## src/rtl/aes_uart_pkg.sv

```systemverilog
// Shared types and constants for the UART receive path feeding the AES core.
package aes_uart_pkg;

  typedef enum logic {FILL, FULL} asm_state_t;

  localparam int AES_BLOCK_BYTES   = 16;
  localparam int UART_CLKS_PER_BIT = 868;

endpackage

```

## src/rtl/uart_block_assembler_if.sv

```systemverilog
// Byte-in / block-out bundle between the UART receiver, the assembler and the AES core.
interface uart_block_assembler_if
  import aes_uart_pkg::*;
#(
  parameter int NBYTES = AES_BLOCK_BYTES
);

  logic [7:0]                    rx_data;
  logic                          rx_valid;
  logic [8*NBYTES-1:0]           block_out;
  logic                          block_valid;
  logic                          block_ready;
  logic [$clog2(NBYTES+1)-1:0]   byte_count;
  logic                          overrun;
  logic                          timeout;
  logic                          err_clr;

  modport master (
    output rx_data, rx_valid, block_ready, err_clr,
    input  block_out, block_valid, byte_count, overrun, timeout
  );

  modport slave (
    input  rx_data, rx_valid, block_ready, err_clr,
    output block_out, block_valid, byte_count, overrun, timeout
  );

endinterface

```

## src/rtl/uart_edge_strobe.sv

```systemverilog
// Turns a level-style valid into a single-cycle strobe on its rising edge.
module uart_edge_strobe #(
  parameter logic RESET_VAL = 1'b1
) (
  input  logic clk,
  input  logic rst,
  input  logic valid_i,
  output logic strobe_o
);

  logic valid_q;

  // Resetting to 1 hides a valid that is already high when reset releases.
  always_ff @(posedge clk) begin
    if (!rst) begin
      valid_q <= RESET_VAL;
    end else begin
      valid_q <= valid_i;
    end
  end

  assign strobe_o = valid_i & ~valid_q;

endmodule

```

## src/rtl/uart_block_assembler.sv

```systemverilog
// Packs NBYTES received UART bytes into one block with valid/ready, overrun and idle timeout.
module uart_block_assembler
  import aes_uart_pkg::*;
#(
  parameter int NBYTES         = AES_BLOCK_BYTES,
  parameter int TIMEOUT_CYCLES = 100000
) (
  input logic                    clk,
  input logic                    rst,
  uart_block_assembler_if.slave  bus
);

  localparam int TMO_W = $clog2(TIMEOUT_CYCLES + 1);
  localparam int BW    = 8 * NBYTES;
  localparam int CW    = $clog2(NBYTES + 1);

  asm_state_t       state_q;
  logic [BW-1:0]    block_q;
  logic [BW-1:0]    block_d;
  logic [CW-1:0]    count_q;
  logic [TMO_W-1:0] idle_q;
  logic             valid_q;
  logic             overrun_q;
  logic             overrun_set;
  logic             timeout_q;
  logic             byte_stb;

  uart_edge_strobe #(
    .RESET_VAL (1'b1)
  ) u_edge_strobe (
    .clk      (clk),
    .rst      (rst),
    .valid_i  (bus.rx_valid),
    .strobe_o (byte_stb)
  );

  assign block_d     = (block_q << 8) | BW'(bus.rx_data);
  assign overrun_set = (state_q == FULL) && byte_stb && !bus.block_ready;

  // A handshake and a new byte in the same cycle start the next block instead of overrunning.
  always_ff @(posedge clk) begin
    if (!rst) begin
      state_q   <= FILL;
      block_q   <= '0;
      count_q   <= '0;
      idle_q    <= '0;
      valid_q   <= 1'b0;
      overrun_q <= 1'b0;
      timeout_q <= 1'b0;
    end else begin
      timeout_q <= 1'b0;
      case (state_q)
        FILL: begin
          if (byte_stb) begin
            block_q <= block_d;
            count_q <= count_q + CW'(1);
            idle_q  <= '0;
            if (count_q == CW'(NBYTES - 1)) begin
              state_q <= FULL;
              valid_q <= 1'b1;
            end
          end else if (count_q != '0) begin
            if (idle_q == TMO_W'(TIMEOUT_CYCLES - 1)) begin
              count_q   <= '0;
              idle_q    <= '0;
              timeout_q <= 1'b1;
            end else begin
              idle_q <= idle_q + TMO_W'(1);
            end
          end
        end
        FULL: begin
          if (bus.block_ready) begin
            state_q <= FILL;
            valid_q <= 1'b0;
            if (byte_stb) begin
              block_q <= block_d;
              count_q <= CW'(1);
            end else begin
              count_q <= '0;
            end
          end
        end
        default: state_q <= FILL;
      endcase
      overrun_q <= overrun_set | (overrun_q & ~bus.err_clr);
    end
  end

  assign bus.block_out   = block_q;
  assign bus.block_valid = valid_q;
  assign bus.byte_count  = count_q;
  assign bus.overrun     = overrun_q;
  assign bus.timeout     = timeout_q;

endmodule

```

## src/flat_wrapper.sv

```systemverilog
// flat-port wrapper written by rule: the top's interface ports become plain ports
module uart_block_assembler_flat import aes_uart_pkg::*;
#(
  parameter int NBYTES         = AES_BLOCK_BYTES,
  parameter int TIMEOUT_CYCLES = 100000
)
  (clk, rst, bus_rx_data, bus_rx_valid, bus_block_ready, bus_err_clr, bus_block_out, bus_block_valid, bus_byte_count, bus_overrun, bus_timeout);
  uart_block_assembler_if #(.NBYTES(NBYTES)) bus_i ();
  input logic clk;
  input logic rst;
  input wire logic [$bits(bus_i.rx_data)-1:0] bus_rx_data;
  input wire logic [$bits(bus_i.rx_valid)-1:0] bus_rx_valid;
  input wire logic [$bits(bus_i.block_ready)-1:0] bus_block_ready;
  input wire logic [$bits(bus_i.err_clr)-1:0] bus_err_clr;
  output wire logic [$bits(bus_i.block_out)-1:0] bus_block_out;
  output wire logic [$bits(bus_i.block_valid)-1:0] bus_block_valid;
  output wire logic [$bits(bus_i.byte_count)-1:0] bus_byte_count;
  output wire logic [$bits(bus_i.overrun)-1:0] bus_overrun;
  output wire logic [$bits(bus_i.timeout)-1:0] bus_timeout;
  assign bus_i.rx_data = bus_rx_data;
  assign bus_i.rx_valid = bus_rx_valid;
  assign bus_i.block_ready = bus_block_ready;
  assign bus_i.err_clr = bus_err_clr;
  assign bus_block_out = bus_i.block_out;
  assign bus_block_valid = bus_i.block_valid;
  assign bus_byte_count = bus_i.byte_count;
  assign bus_overrun = bus_i.overrun;
  assign bus_timeout = bus_i.timeout;
  uart_block_assembler #(.NBYTES(NBYTES), .TIMEOUT_CYCLES(TIMEOUT_CYCLES)) u_core (.clk(clk), .rst(rst), .bus(bus_i));
endmodule
```

## config.mk

```make
export PLATFORM = sky130hd
export DESIGN_NAME = uart_block_assembler_flat
export DESIGN_NICKNAME = d
export VERILOG_FILES = /design/src/rtl/aes_uart_pkg.sv /design/src/rtl/uart_block_assembler_if.sv /design/src/rtl/uart_edge_strobe.sv /design/src/rtl/uart_block_assembler.sv /design/src/flat_wrapper.sv
export SDC_FILE = /design/constraint.sdc
export NUM_CORES = 1
export LEC_CHECK = 0
export CAP_MARGIN = 20
export CORE_ASPECT_RATIO = 0.8
export CORE_MARGIN = 2
export CORE_UTILIZATION = 55
export CTS_CLUSTER_SIZE = 40
export DETAILED_ROUTE_END_ITERATION = 6
export DONT_BUFFER_PORTS = 1
export PLACE_DENSITY = 0.73
export SYNTH_ARGS = -nofsm -noshare
export SYNTH_HDL_FRONTEND = slang
export SYNTH_SLANG_ARGS = --single-unit
```

## constraint.sdc

```tcl
create_clock -name clk -period 1.85 [get_ports clk]
set_clock_uncertainty 0.2 [all_clocks]
set_input_delay 0.185 -clock clk [delete_from_list [all_inputs] [get_ports clk]]
set_output_delay 0.185 -clock clk [all_outputs]
set_load 0.02 [all_outputs]
```

==> flow_metrics.tcl, run 1 <==
set metrics [dict create \
    path_buf_inv 1 \
    setup_violations 0 \
    report.final.hold_viol_count 0 \
    synth.area.top_cells "dfxtp_1, nand2_1, a21oi_1" \
    area_share_of_the_largest_cell_type_after_synthesis 0.517 \
    fp.coreArea_um2 10800 \
    sum_of_overflow_across_all_layers_after_global_routing 0 \
    worstMarginPinSlew_ns 0.603 \
    hpwlAfterDp_um 9480 \
    cp-end-kind "flop" \
    routed_wl_um 15000 \
    nNetsFinal 777 \
    post_syn_instances 747 \
    numPortBuffers 0 \
    share_of_cells_above_drive_strength_1 0.125 \
    num_rows 34 \
    cts_root_buffer "clkbuf_16" \
    io_pins 149 \
    hold_class "primary input to flop" \
    post-route-util 0.661 \
    timing.rr.end "u_core.idle_q[13]" \
    n_antenna_cell 0 \
    p_per_area_nw_per_um2 1040 \
    timing.setup.tns_ns 0 \
    initial_antenna_violation_count 0 \
    post_synth_design_cell_area_um2 6000 \
    ys_ff_latch 155 \
    run_status "completed" \
    ant_nets 0 \
    vias_per_cell 5.79 \
    timing_worst_setup_path_type "flop to flop" \
    critPathTopFamily "simple AND/OR/NAND/NOR gates" \
    max_clock_freq_ghz 0.550 \
    final_max_slew_viol_count 0 \
    dr.pass1.iters 5 \
    dr_total_vias 5309 \
    cts_tree "yes" \
    place_congestion 0.846 \
    final_common_cell "nand2_1" \
    htree_levels 4 \
    clock_insertion_delay_worst_skew_ns 0.41 \
    ys_seq_area_frac 0.517 \
    cp-start-kind "flop" \
    worst_hold_path_ep "u_core.idle_q[0]" \
    clk_transition_reported_paths_ns 0.06 \
    ir_worst_vdd_mv 0.857 \
    floorplan.initialDensity 0.558 \
    layout-area-overhead-vs-synth_pct 18.4 \
    drt_drc_violations_left 0 \
    die-height_um 97.5 \
    master_of_the_slowest_instance_on_the_critical_path "dfxtp_1" \
    clkSinkCount 155 \
    cp_slowest_stage_delay_ns 0.39 \
    crit_cells 5 \
    syn-mean-instance-area_um2 8.04 \
    slew_headroom 0.597 \
    final_min_period_over_clock_period 0.983 \
    power_leakage_nw 2.34 \
    yosysUniqueCellTypes 48 \
    finalNonFillerCells 917 \
    grt_first_pass_wirelength_um 23700 \
    setup_repair_after_global_routing_missed_its_margin "true" \
    design.die.area_um2 11800 \
    whs_path_depth 3 \
    worst-path-max-fanout 9 \
    grt_pass1_vias 4830 \
    cts-root-to-sink-buffers 2 \
    worst-endpoint-required_ns 1.96 \
    startpoint_of_the_worst_hold_path "rst" \
    postSynthNetCount 764 \
    timing.reg2reg.setup_slack_ns 0.03 \
    die_x_um 121 \
    worstRegToRegCells 5 \
    synth-warning-count 0 \
    numPlacedInstances 865 \
    commonest_non_fill_non_tap_cells_in_the_layout "nand2_1, dfxtp_1, a21oi_1, buf_4, clkbuf_16" \
    critPathLaunch "u_core.idle_q[8]" \
    crit_arrival_ns 1.93 \
    timing.critical_path.cells "buf_4, and4_4, and4_1, nand3_1, o31ai_1" \
    synth_top_area_cell "dfxtp_1" \
    timing.final.crit_period_ns 1.82 \
    tritoncts.num_buffers 17 \
    dr.first_iter.drc_count 371 \
    max-cap-violations 0 \
    routed_wire_length_per_instance_um 16.4 \
    globalRouteTotalUtil 0.246 \
    worst_r2r_startpoint "u_core.idle_q[8]" \
    maximum_number_of_pins_on_one_net_before_global_route_repair 70 \
    totalPowerFinal_mw 7.38 \
]
metrics by stage:
stage / area, µm² / hold slack [ns] / setup WS [ns]
global route: 7110 / 0.0667 / -0.0554
detailed placement: 6200 / 0.0682 / -0.0876
CTS: 6970 / 0.0459 / 0.00364
global placement: 6200 / 0.0637 / 0.0610
floorplan: 6010 / 0.0865 / 0.0283
finish: 7110 / 0.0558 / 0.0316
layer usage:
layer | global-route usage | wire (µm) | vias up
met1 | 0.314 | 6300 | 2504
met4 | 0.0698 | 204 | 0
met5 | 0 | 0 | -
li1 | - | - | 2560
met3 | 0.0962 | 1460 | 22
met2 | 0.385 | 7050 | 223
area by class of cell:
type | count | area (µm²)
repair buffers | 47 | 465
multi-input cells | 529 | 2690
clock buffers | 17 | 425
well taps | 144 | 180
inverters | 10 | 40.0
flip-flops and latches | 155 | 3110
fillers | 920 | 3650
clock inverters | 15 | 209
worst max-delay path by stage:
stage / slack [ns] / endpoint
after floorplan: 0.03 / u_core.idle_q[1]
after global placement: 0.06 / u_core.idle_q[9]
after detailed placement: -0.09 / u_core.idle_q[9]
after CTS: 0.004 / u_core.idle_q[10]
after global routing: -0.06 / u_core.idle_q[12]
final: 0.03 / u_core.idle_q[13]
tightest hold or removal path: stages:
cell	delay, ns
inv_4	0.03
buf_4	0.26
a21oi_2	0.15
timing repair:
item                                    in CTS  in global routing
pin swaps                                    0                  7
endpoints found under the hold margin       30                  0
hold buffers                                13                  0
resized for setup                            2                 21
setup buffers                                0                  4
endpoints found under the setup margin       8                 28
gates cloned                                 0                  3
power by group:
group	leakage (nW)	internal (mW)	switching (mW)	total (mW)
registers	1.25	3.35	0.0184	3.37
logic	0.779	0.0907	0.192	0.283
clock network	0.313	2.29	1.44	3.73
registers in the layout, indices dropped and copies added, names as in the netlist:
signal / cells
u_core.bus.block_out: 128
u_core.idle_q: 17
u_core.bus.byte_count: 5
u_core.bus.block_valid: 1
u_core.bus.overrun: 1
u_core.bus.timeout: 1
u_core.state_q: 1
u_core.u_edge_strobe.valid_q: 1
cell usage after synthesis (all sizes together):
master,n
mux2i,1
o311ai,1
a21o,1
o211ai,4
and4,7
a31oi,7
a211oi,1
nand2b,4
a41oi,4
or3,2
nor3b,2
ha,4
inv,10
nor4,6
nand3b,1
nand4,10
nor4b,4
nand3,15
dfxtp,155
nand2,274
o221ai,2
and3,5
o32ai,1
clkbuf,29
or2,1
nor3,3
and2,3
o21ai,4
a21oi,138
buf,26
nor2,8
o31ai,2
a32oi,7
o22ai,2
nor2b,1
nand4b,2
cells by family (layout without fill, tap and decap cells):
logic type      Yosys count  count (layout)  synth area share
flops                   155             155             0.517
simple gates            348             349             0.256
compound gates          174             175             0.165
fa+ha+maj                 4               4           0.00834
mux                       1               1           0.00167
buf+inv                  65              89            0.0527
Power figures use the tool's default switching activity.
==> inputs of run 2 (changes only) <==
--- a/config.mk
+++ b/config.mk
@@ -6,13 +6,16 @@
 export NUM_CORES = 1
 export LEC_CHECK = 0
 export CAP_MARGIN = 20
+export CELL_PAD_IN_SITES_DETAIL_PLACEMENT = 1
+export CELL_PAD_IN_SITES_GLOBAL_PLACEMENT = 2
 export CORE_ASPECT_RATIO = 0.8
-export CORE_MARGIN = 2
-export CORE_UTILIZATION = 55
+export CORE_MARGIN = 1.5
+export CORE_UTILIZATION = 32
 export CTS_CLUSTER_SIZE = 40
 export DETAILED_ROUTE_END_ITERATION = 6
 export DONT_BUFFER_PORTS = 1
-export PLACE_DENSITY = 0.73
+export PLACE_DENSITY_LB_ADDON = 0.1
 export SYNTH_ARGS = -nofsm -noshare
 export SYNTH_HDL_FRONTEND = slang
 export SYNTH_SLANG_ARGS = --single-unit
+export TNS_END_PERCENT = 5
==> flow_metrics.tcl, run 2 (synthesis gave the netlist of run 1 again) <==
set metrics [dict create \
    run_status "finished, violations left" \
    clock_insertion_delay_worst_skew_ns 0.43 \
    met1Wirelength_um 8010 \
    vias_per_cell 5.13 \
    share_of_cells_above_drive_strength_1 0.128 \
    final_max_slew_viol_count 0 \
    timing_worst_setup_path_type "flop to flop" \
    cp-end-kind "flop" \
    die_x_um 156 \
    cts_tree "yes" \
    floorplan.initialDensity 0.329 \
    numPortBuffers 0 \
    grt_pass1_vias 5355 \
    maxUsedRoutingLayer "met4" \
    cp-start-kind "flop" \
    post-route-util 0.396 \
    placedInstanceArea_um2 6420 \
    totalPowerFinal_mw 7.09 \
    worst-path-max-fanout 8 \
    commonest_non_fill_non_tap_cells_in_the_layout "nand2_1, dfxtp_1, a21oi_1, buf_4, clkbuf_16" \
    ir_worst_vdd_mv 0.556 \
    fin_hold_ws_ns -0.300 \
    crit_arrival_ns 1.92 \
    sum_of_overflow_across_all_layers_after_global_routing 0 \
    slew_headroom 0.415 \
    final_min_period_over_clock_period 0.983 \
    setup_repair_after_global_routing_missed_its_margin "true" \
    max-cap-violations 0 \
    io_pins 149 \
    routed_wl_um 18200 \
    met2_wirelength_um 8360 \
    report.final.hold_viol_count 13 \
    hold_class "primary input to flop" \
    n_antenna_cell 0 \
    max_clock_freq_ghz 0.550 \
    routed_wire_length_per_instance_um 17.6 \
    nNetsFinal 784 \
    dr.pass1.iters 4 \
    setup_violations 0 \
    place_congestion 0.805 \
    route.met3.wl_um 1710 \
    clk_transition_reported_paths_ns 0.06 \
    cts-root-to-sink-buffers 2 \
    drt_drc_violations_left 0 \
    clkSinkCount 155 \
    die-height_um 126 \
    tritoncts.num_buffers 17 \
    final_common_cell "nand2_1" \
    post-route-cell-area_um2 7250 \
    power_leakage_nw 2.34 \
    dr_total_vias 5296 \
    layout-area-overhead-vs-synth_pct 20.7 \
    hpwlAfterDp_um 12300 \
    dr.first_iter.drc_count 312 \
    design.die.area_um2 19600 \
    number_of_flip_flops_under_the_largest_register_name 128 \
    timing.final.crit_period_ns 1.82 \
    maximum_number_of_pins_on_one_net_before_global_route_repair 68 \
    fp.coreArea_um2 18300 \
    p_per_area_nw_per_um2 979 \
    cts_root_buffer "clkbuf_16" \
    globalRouteTotalUtil 0.188 \
    grt_first_pass_wirelength_um 29000 \
    num_rows 44 \
    failed_checks "hold timing" \
    worstMarginPinSlew_ns 0.875 \
    initial_antenna_violation_count 0 \
    htree_levels 4 \
    ant_nets 0 \
    worst-endpoint-required_ns 1.96 \
]
[run 2: cell count changes in the layout (fill, tap and decap cells not counted), moves of 3 or more]
| cell | change |
|---|---|
| buf_4 | +7 |
| clkinv_2 | -3 |
| clkinvlp_4 | +3 |
| bufinv_16 | -3 |
[run 2: final timing paths]
kind	from	end	slack, ns	cells after the start
worst max-delay path	u_core.idle_q[7]	u_core.idle_q[13]	0.03	5
worst min-delay path	rst	u_core.bus.byte_count[0]	-0.30	2
worst max register to register	u_core.idle_q[7]	u_core.idle_q[13]	0.03	5
worst min register to register	u_core.idle_q[15]	u_core.idle_q[15]	0.30	1
[run 2: cell type report]
class                      instances  area [µm²]
clock buffer                      19         443
inverter                          10        40.0
sequential                       155        3110
multi-input combinational        527        2670
tap                              253         317
timing repair buffer              56         544
fill                            2154       11000
clock inverter                    13         133
[run 2: through the flow]
stage,std cells,setup WS [ns],setup TNS [ns]
after floorplan,747,0.0283,0
after global placement,984,0.0532,0
after detailed placement,984,-0.00104,-0.00104
after CTS,1027,0.0000300,0
after global routing,1033,-0.0537,-0.281
final,1033,0.0315,0
[run 2: timing repair]
action                                 4_1_cts  5_1_grt
cloned                                       0        0
pin swaps                                    0        4
gates resized for setup                      1       20
hold buffers                                11        3
setup endpoints to repair                    2       29
buffers inserted                             0        3
endpoints found under the hold margin       46       38
[run 2: critical path, cell delays in order, from the launching register on]
cell,delay [ns]
dfxtp_1,0.46
and4_2,0.33
a41oi_4,0.20
buf_4,0.22
a32oi_1,0.20
o31ai_2,0.09
[run 2: layer usage]
| metal | global-route usage | vias up |
|---|---|---|
| met5 | 0 | - |
| met4 | 0.0515 | 0 |
| met3 | 0.0919 | 11 |
| met2 | 0.294 | 113 |
| met1 | 0.230 | 2597 |
| li1 | - | 2575 |
[run 2: power breakdown]
group / internal (mW) / switching [mW] / total (mW)
registers: 3.35 / 0.0187 / 3.37
clock network: 1.92 / 1.51 / 3.43
logic: 0.0960 / 0.197 / 0.293
total: 5.37 / 1.73 / 7.09
==> inputs of run 3 (changes only) <==
--- a/config.mk
+++ b/config.mk
@@ -5,7 +5,6 @@
 export SDC_FILE = /design/constraint.sdc
 export NUM_CORES = 1
 export LEC_CHECK = 0
-export CAP_MARGIN = 20
 export CELL_PAD_IN_SITES_DETAIL_PLACEMENT = 1
 export CELL_PAD_IN_SITES_GLOBAL_PLACEMENT = 2
 export CORE_ASPECT_RATIO = 0.8
==> results of run 3 <==
No change in the layout: final DEF, timing and power equal those of run 2.
==> variant, RTL diff (settings of run 1) <==
Change the package constant `AES_BLOCK_BYTES` from 16 to 8.
--- a/src/rtl/aes_uart_pkg.sv
+++ b/src/rtl/aes_uart_pkg.sv
@@ -5,3 +5,3 @@
 
-  localparam int AES_BLOCK_BYTES   = 16;
+  localparam int AES_BLOCK_BYTES   = 8;
   localparam int UART_CLKS_PER_BIT = 868;
Interface: changed (resized bus_block_out and bus_byte_count); port bits go from 149 to 84. No check against the original RTL was run, so the function may have changed too.
==> variant against run 1 <==
The run now ends with setup timing left; global-route usage up 0.43 points; final area shrank 37%; sequential cell count down 65; via count shrank 36%; total power shrank 51%; area after synthesis fell by 39%; routed wire length down 37%; combinational power fell by 20%; critical path depth is the same; worst setup slack got worse by 0.066 ns; critical endpoint is now u_core.idle_q[12].
==> variant: results (changes against run 1) <==
Outcome - finished, violations left
Violations in the final reports - setup timing
Number of clock buffers in the layout - 10 (-7)
DRT Pass-1 Iters - 4 (-1)
Non-clock inverter total of the final layout - 5 (-5)
Pre-CTS setup slack - -0.0946 ns (-0.00694 ns)
Clock sink count - 90 (-42%)
Sequential fraction of the synthesis area - 49.0% (-2.7 points)
Startpoint of the tightest hold check path - bus_rx_valid
Clk tree area frac - 4.70% (-4.2 points)
Metal3 WL - 829 um (-43%)
Number of placed cells counting well taps - 546 (-37%)
Multi-input gate count - 331 (-37%)
Summed negative setup slack over all endpoints - -0.0811 ns (-0.0811 ns)
Ranking of synthesized cells by instance count - sky130_fd_sc_hd__nand2_1 (143), sky130_fd_sc_hd__dfxtp_1 (90), sky130_fd_sc_hd__a21oi_1 (78), sky130_fd_sc_hd__clkbuf_1 (27), sky130_fd_sc_hd__nand4_1 (15)
Relative area change from synthesis to final layout - 21.7%
Slew of the pin with the lowest slew margin - 0.505 ns (-0.0984 ns)
Slack of the critical path - -0.0340 ns (-0.0657 ns)
Start of the worst register-to-register path - u_core.idle_q[0]
Arrival time at the worst endpoint - 1.95 ns (+0.02 ns)
Adder-cell share of the synthesized area - 1.02% (+0.19 points)
Metal-1 WL - 4.19 mm (-33%)
Leakage power - 0.00147 uW (-37%)
Highest fanout seen on the critical path - 6 (-3)
DIE AREA - 7360 um2 (-37%)
Maximum number of pins on one net before global-route repair - 65 (-7.1%)
Total setup violations reported at the end of the flow - 3 (+3)
Final Instance Count excl. Fillers - 580 (-37%)
End of the worst hold path - u_core.bus.byte_count[3]
Vias post-DR - 3,382 (-36%)
==> variant: cell count changes after synthesis, sizes merged, moves of 4 or more <==
| cell | before | now |
|---|---|---|
| buf | 26 | 6 |
| nand4 | 10 | 16 |
| inv | 10 | 5 |
| a32oi | 7 | 2 |
| and4 | 7 | 1 |
| or4 | 0 | 4 |
| nand3 | 15 | 10 |
| and3 | 5 | 1 |
| a21oi | 138 | 78 |
| a41oi | 4 | 0 |
| nand2 | 274 | 143 |
| dfxtp | 155 | 90 |
==> variant: report_power, final <==
group | switching (uW) | total [uW] | internal, uW
Combinational | 133 | 225 | 91.9
Clock | 722 | 1400 | 681
Sequential | 19.9 | 1960 | 1940
Total | 875 | 3590 | 2720
==> variant: timing repair <==
action	CTS	global route
pin swaps	7	11
hold buffers	12	0
setup buffers	3	2
endpoints found under the setup margin	8	17
gates cloned	0	1
endpoints found under the hold margin	23	0
resized for setup	4	22
